--- config.mk ---
export PLATFORM = sky130hd
export DESIGN_NAME = serial_lane_rx
export DESIGN_NICKNAME = d
export VERILOG_FILES = /design/src/rtl/serial_lane_rx.sv
export SDC_FILE = /design/constraint.sdc
export NUM_CORES = 1
export LEC_CHECK = 0
export ABC_AREA = 1
export BUFFER_PORTS_ARGS = -buffer_cell sky130_fd_sc_hd__buf_2
export CAP_MARGIN = 20
export CORE_UTILIZATION = 55
export CTS_BUF_LIST = sky130_fd_sc_hd__clkbuf_8
export DETAILED_ROUTE_END_ITERATION = 10
export PLACE_DENSITY = 0.76
export SLEW_MARGIN = 20
export SYNTH_ARGS = -nofsm -noshare
export SYNTH_HDL_FRONTEND = slang
export SYNTH_SLANG_ARGS = --single-unit
--- constraint.sdc ---
create_clock -name clk_32f -period 3.1 [get_ports clk_32f]
set_input_delay 0.62 -clock clk_32f [delete_from_list [all_inputs] [get_ports clk_32f]]
set_output_delay 0.62 -clock clk_32f [all_outputs]
set_load 0.05 [all_outputs]
--- src/rtl/serial_lane_rx.sv ---
// Single-lane serial receiver: shifts in one bit per clk_32f cycle (MSB first),
// locks byte phase onto a run of COM symbols, then strobes out every non-COM byte.
module serial_lane_rx #(
   parameter logic [7:0] COM        = 8'hBC,
   parameter int         SYNC_COUNT = 4
) (
   input  logic       clk_32f,
   input  logic       reset,
   input  logic       serial_in,
   output logic [7:0] data_out,
   output logic       valid_out,
   output logic       active
);

   typedef enum logic [1:0] {
      ST_SEARCH = 2'd0,
      ST_ALIGN  = 2'd1,
      ST_ACTIVE = 2'd2
   } state_t;

   localparam logic [2:0] SYNC_TGT = SYNC_COUNT[2:0];

   // Only the newest seven bits are kept: the eighth bit of the word under
   // test is always the bit currently on serial_in.
   logic [6:0] r_sr;
   logic [2:0] r_bitCnt;
   logic [2:0] r_comCnt;
   state_t     r_state;

   logic [7:0] w_word;
   logic       w_isCom;
   logic       w_boundary;

   assign w_word     = {r_sr, serial_in};
   assign w_isCom    = (w_word == COM);
   assign w_boundary = (r_bitCnt == 3'd7);

   always_ff @(posedge clk_32f) begin
      if (!reset) begin
         r_sr      <= '0;
         r_bitCnt  <= '0;
         r_comCnt  <= '0;
         r_state   <= ST_SEARCH;
         data_out  <= 8'h00;
         valid_out <= 1'b0;
         active    <= 1'b0;
      end else begin
         r_sr      <= w_word[6:0];
         r_bitCnt  <= r_bitCnt + 3'd1;
         valid_out <= 1'b0;

         case (r_state)
            // Any bit phase may match here; the first match fixes the phase.
            ST_SEARCH: begin
               if (w_isCom) begin
                  r_bitCnt <= 3'd0;
                  r_comCnt <= 3'd1;
                  if (SYNC_TGT == 3'd1) begin
                     r_state <= ST_ACTIVE;
                     active  <= 1'b1;
                  end else begin
                     r_state <= ST_ALIGN;
                  end
               end
            end

            ST_ALIGN: begin
               if (w_boundary) begin
                  if (w_isCom) begin
                     r_comCnt <= r_comCnt + 3'd1;
                     if (r_comCnt + 3'd1 == SYNC_TGT) begin
                        r_state <= ST_ACTIVE;
                        active  <= 1'b1;
                     end
                  end else begin
                     r_comCnt <= 3'd0;
                     r_state  <= ST_SEARCH;
                  end
               end
            end

            // Locked until reset; COM bytes are idle fill and leave data_out alone.
            ST_ACTIVE: begin
               if (w_boundary && !w_isCom) begin
                  data_out  <= w_word;
                  valid_out <= 1'b1;
               end
            end

            default: begin
               r_state  <= ST_SEARCH;
               r_comCnt <= 3'd0;
               active   <= 1'b0;
            end
         endcase
      end
   end

endmodule

* Word-level counts from Yosys, hierarchy flattened
Cells that the tools add are included.
** Word-level totals
- Flip-flop bits (word level) :: 25
- Input bits :: 3
- Output and inout bits :: 10
- Word-level logic and storage cells :: 46
** Cells by class
- $add $sub $neg :: 2
- Equality and inequality tests :: 10
- Muxes and demuxes :: 16
- Bitwise gates (word level) :: 2
- Reduce and logical (&&, ||, !) cells :: 9
** Operators with widths (number)
- 3-bit two-way mux :: 5
- 3-bit one-hot mux with 3 select lines :: 1
- 8-bit == test (second input constant) :: 1
- 2-bit two-way mux :: 4
- 2-bit inequality test (second input constant) :: 4
- 4-bit AND reduction :: 2
- 3-bit by 1-bit adder with 3-bit output (second input constant) :: 2
- 3-bit == test (second input constant) :: 2
- 2-bit one-hot mux with 3 select lines :: 1
- 1-bit two-way mux :: 4
- 2-bit AND reduction :: 2
- 3-bit inequality test (second input constant) :: 1
- 3-bit AND reduction :: 1
- 2-bit by 1-bit == test with 1-bit output (second input constant) :: 1
- 2-bit == test (second input constant) :: 1
- 2-bit zero test :: 1
- 1-bit NOT :: 2
- 1-bit one-hot mux with 2 select lines :: 1
- 2-bit OR reduction :: 1
- 1-bit logical AND :: 1
- 1-bit zero test :: 1

* Longest topological paths before layout
- Depth in word-level cells :: 6
- Gate-level depth with buffers :: 8
- Mapped depth without buffers :: 8

* Worst setup path before layout
OpenSTA, ideal clock, no wires.
- Kind :: input to register
- Start :: input serial_in
- End :: register data_out[0]
- Library setup time :: 0.070 ns
- Arrival :: 1.294 ns
- Data required time :: 3.030 ns
- Slack :: 1.735 ns
- Cell stages on the path :: 7
- Path buffers :: 0
- Cell sequence :: nor2_2 > nand2_4 > nor2_8 > inv_6 > nand2_8 > nand2_2 > a21oi_2
** Between the ends
- Longest elaborated chain between the ends :: 4
** RTL lines
- from (decl) :: line 9 : input logic serial_in,
- 8-bit == test :: line 35 : assign w_isCom = (w_word == COM);
- 1-bit zero test :: line 84 : if (w_boundary && !w_isCom) begin
- 1-bit logical AND :: line 84
- 2-bit AND reduction (no source line)
- to (signal assigned) :: line 85 : data_out <= w_word;
- to (decl) :: line 10 : output logic [7:0] data_out,
Several ways; a longest one is shown, not always the timed one.
A chain may end at the register's enable or synchronous reset.

* Worst setup path in the final report
- Start :: register data_out[3]
- End :: output data_out[3]
No word-level cell between the ends.

==> metrics.yaml <==
critPathArrivalTime_ns: 0.90
syn-num-nets: 147
fin_crit_ns: 1.52
wl_per_cell_um: 11.0
grt_max_degree: 14
synth_ff_type: "dfxtp_1"
yosys_warnings: 0
slowest_delay_ns: 0.36
routed_via_density: 4.85
cts_max_level: 1
cts-root-buf: "clkbuf_8"
antenna_found_initial: 0
power_frac_comb: 0.033
cap_violations: 0
io_buffers: 12
slew_headroom: 0.672
first_pass_iters: 4
power_frac_clock: 0.351
die_x_um: 47.4
syn2layout_area_growth_pct: 11.6
power_frac_seq: 0.617
core_um2: 1940
dp_hpwl_um: 1440
hold_path.class: "reg2reg"
worst_pin_slew_ns: 0.492
internal_power_mw: 0.420
maxClockFrequency_mhz: 657
slew_violations: 0
worstSetupStartpoint: "data_out[3]$_SDFFE_PN0P_"
p_per_area_nw_per_um2: 422
peakVddDrop_mv: 0.303
vias: 877
setup_viol: 0
final_cell_mix: "25 x dfxtp_1, 24 x inv_1, 22 x nand2_1"
outcome: "finished clean"
remaining_drc_errors: 0
synth.distinct_cells: 22
p_leak_nw: 0.638
r2r_start: "r_bitCnt[0]$_SDFF_PN0_"
ant_nets: 0
whs_ns: 0.430
cts_hold_buf: 0
clock_sinks: 25
seq_area_frac_synth: 0.442
fin_skew_ns: 0.00405
min_from: "r_bitCnt[0]$_SDFF_PN0_"
synthTopCellsByArea: "dfxtp_1 44%, inv_1 7.6%, nand2_1 7.3%"
criticalPathCategory: "reg2out"
nNetsFinal: 162
seq_area_um2: 500
clkLatencyLatePin_ns: 0.27
grt_setup_unrepaired: "no"
row_count: 16
ys_seq_elements: 25
synth_edf_count: 0
finalHoldViolations: 0
grt_usage: 0.197
tns_ns: 0
synth.top_cell.area_share: 0.442
gp_congestion: 0.838
clock_path_buffers: 2
p_sw_mw: 0.114
cp_slowest_cell: "dfxtp_1"
cts_tree: "yes"
mostFrequentLayoutCell: "dfxtp_1"
postCtsSetupRepairBufs: 0
critPathMaxFanout: 2
die_y_um: 47.4
overflow: 0
finalWirelength_um: 1980
multi_input_area_um2: 527
cts_resized: 0
worstSetupStartpointType: "flip-flop"
syn_inst: 140
syn_area_um2: 1130
grt_pass1_wl_um: 3080
path_buf_inv: 1
numCtsBuffers: 3
yosysTopAreaCell: "dfxtp_1"
endpoint_kind: "output port"
avgSynthCellArea_um2: 8.10
grt_pass1_vias: 733
cp_top_family: "flip-flops"
layout-drive-gt1-share: 0.286
first_iter_violations: 17
die_area_um2: 2250
p_sw_frac: 0.213
worstPathCellList: "buf_2"
critical_path_required_ns: 2.48
synthArstFlopShare: 0
fillers: 168
initial_core_util: 0.584
io_pins: 13
diodes: 0
final.period_utilization: 0.491
clk_pin_slew_worst_paths_ns: 0.08
-- final timing paths --
path | endpoint | slack, ns | cells past startpoint
worst min-delay path | r_bitCnt[0]$_SDFF_PN0_ | 0.43 | 1
worst max register to register | r_state[1]$_SDFFE_PN0P_ | 1.67 | 6
worst max-delay path | data_out[3] | 1.58 | 1
worst min register to register | r_bitCnt[0]$_SDFF_PN0_ | 0.43 | 1
-- Yosys cell counts, types with 2 or more instances --
cell,n
clkbuf_1,2
o21ai_1,5
nand3_1,13
inv_1,23
a21oi_1,2
nor2_2,3
a21oi_2,8
dfxtp_1,25
nand2_1,22
nand2_2,11
nor2_1,12
ha_1,4
-- metal layers --
metal | vias to the layer above | wire length [µm] | GRT usage
met5 | - | 0 | 0
met1 | 387 | 894 | 0.245
met4 | 0 | 60 | 0.0914
met3 | 7 | 91 | 0.0346
li1 | 459 | - | -
met2 | 24 | 936 | 0.329
-- layout make-up --
| cell class | count | share of cell area |
|---|---|---|
| Clock buffer | 3 | 0.0326 |
| Clock inverter | 1 | 0.00297 |
| Inverter | 25 | 0.0781 |
| Multi-Input combinational cell | 88 | 0.416 |
| Sequential cell | 25 | 0.396 |
| Tap cell | 27 | 0.0267 |
| Timing Repair Buffer | 12 | 0.0475 |
-- state kept, by name, indices dropped and copies added, names as in the netlist --
| register | cells |
|---|---|
| data_out | 8 |
| r_sr | 7 |
| r_bitCnt | 3 |
| r_comCnt | 3 |
| r_state | 2 |
| active | 1 |
| valid_out | 1 |
-- power groups by stage --
stage | sequential [mW] | clock (mW) | combinational, mW
6_report | 0.329 | 0.187 | 0.0174
5_1_grt | 0.330 | 0.200 | 0.0207
4_1_cts | 0.330 | 0.189 | 0.0178
3_5_place_dp | 0.337 | 0 | 0.0176
3_3_place_gp | 0.337 | 0 | 0.0172
2_1_floorplan | 0.336 | 0 | 0.0135
-- metrics by stage --
step                 util  setup WS [ns]  power, mW  cell area (µm²)  instances
finish              0.651           1.58      0.534             1260        181
floorplan               -           1.74      0.350             1130        140
global route        0.651           1.52      0.551             1260        181
detailed placement  0.628           1.48      0.355             1220        177
global placement    0.628           1.53      0.354             1220        177
CTS                 0.651           1.57      0.536             1260        181
-- cells by family (layout without fill, tap and decap cells) --
| group | Yosys count | count (layout) | synth area share |
|---|---|---|---|
| adders and majority gates | 4 | 4 | 0.0442 |
| buffers and inverters | 27 | 41 | 0.0938 |
| AOI/OAI and AO/OA | 17 | 17 | 0.107 |
| and+or+nand+nor | 67 | 67 | 0.313 |
| DFF | 25 | 25 | 0.442 |
Power figures use the tool's default switching activity.
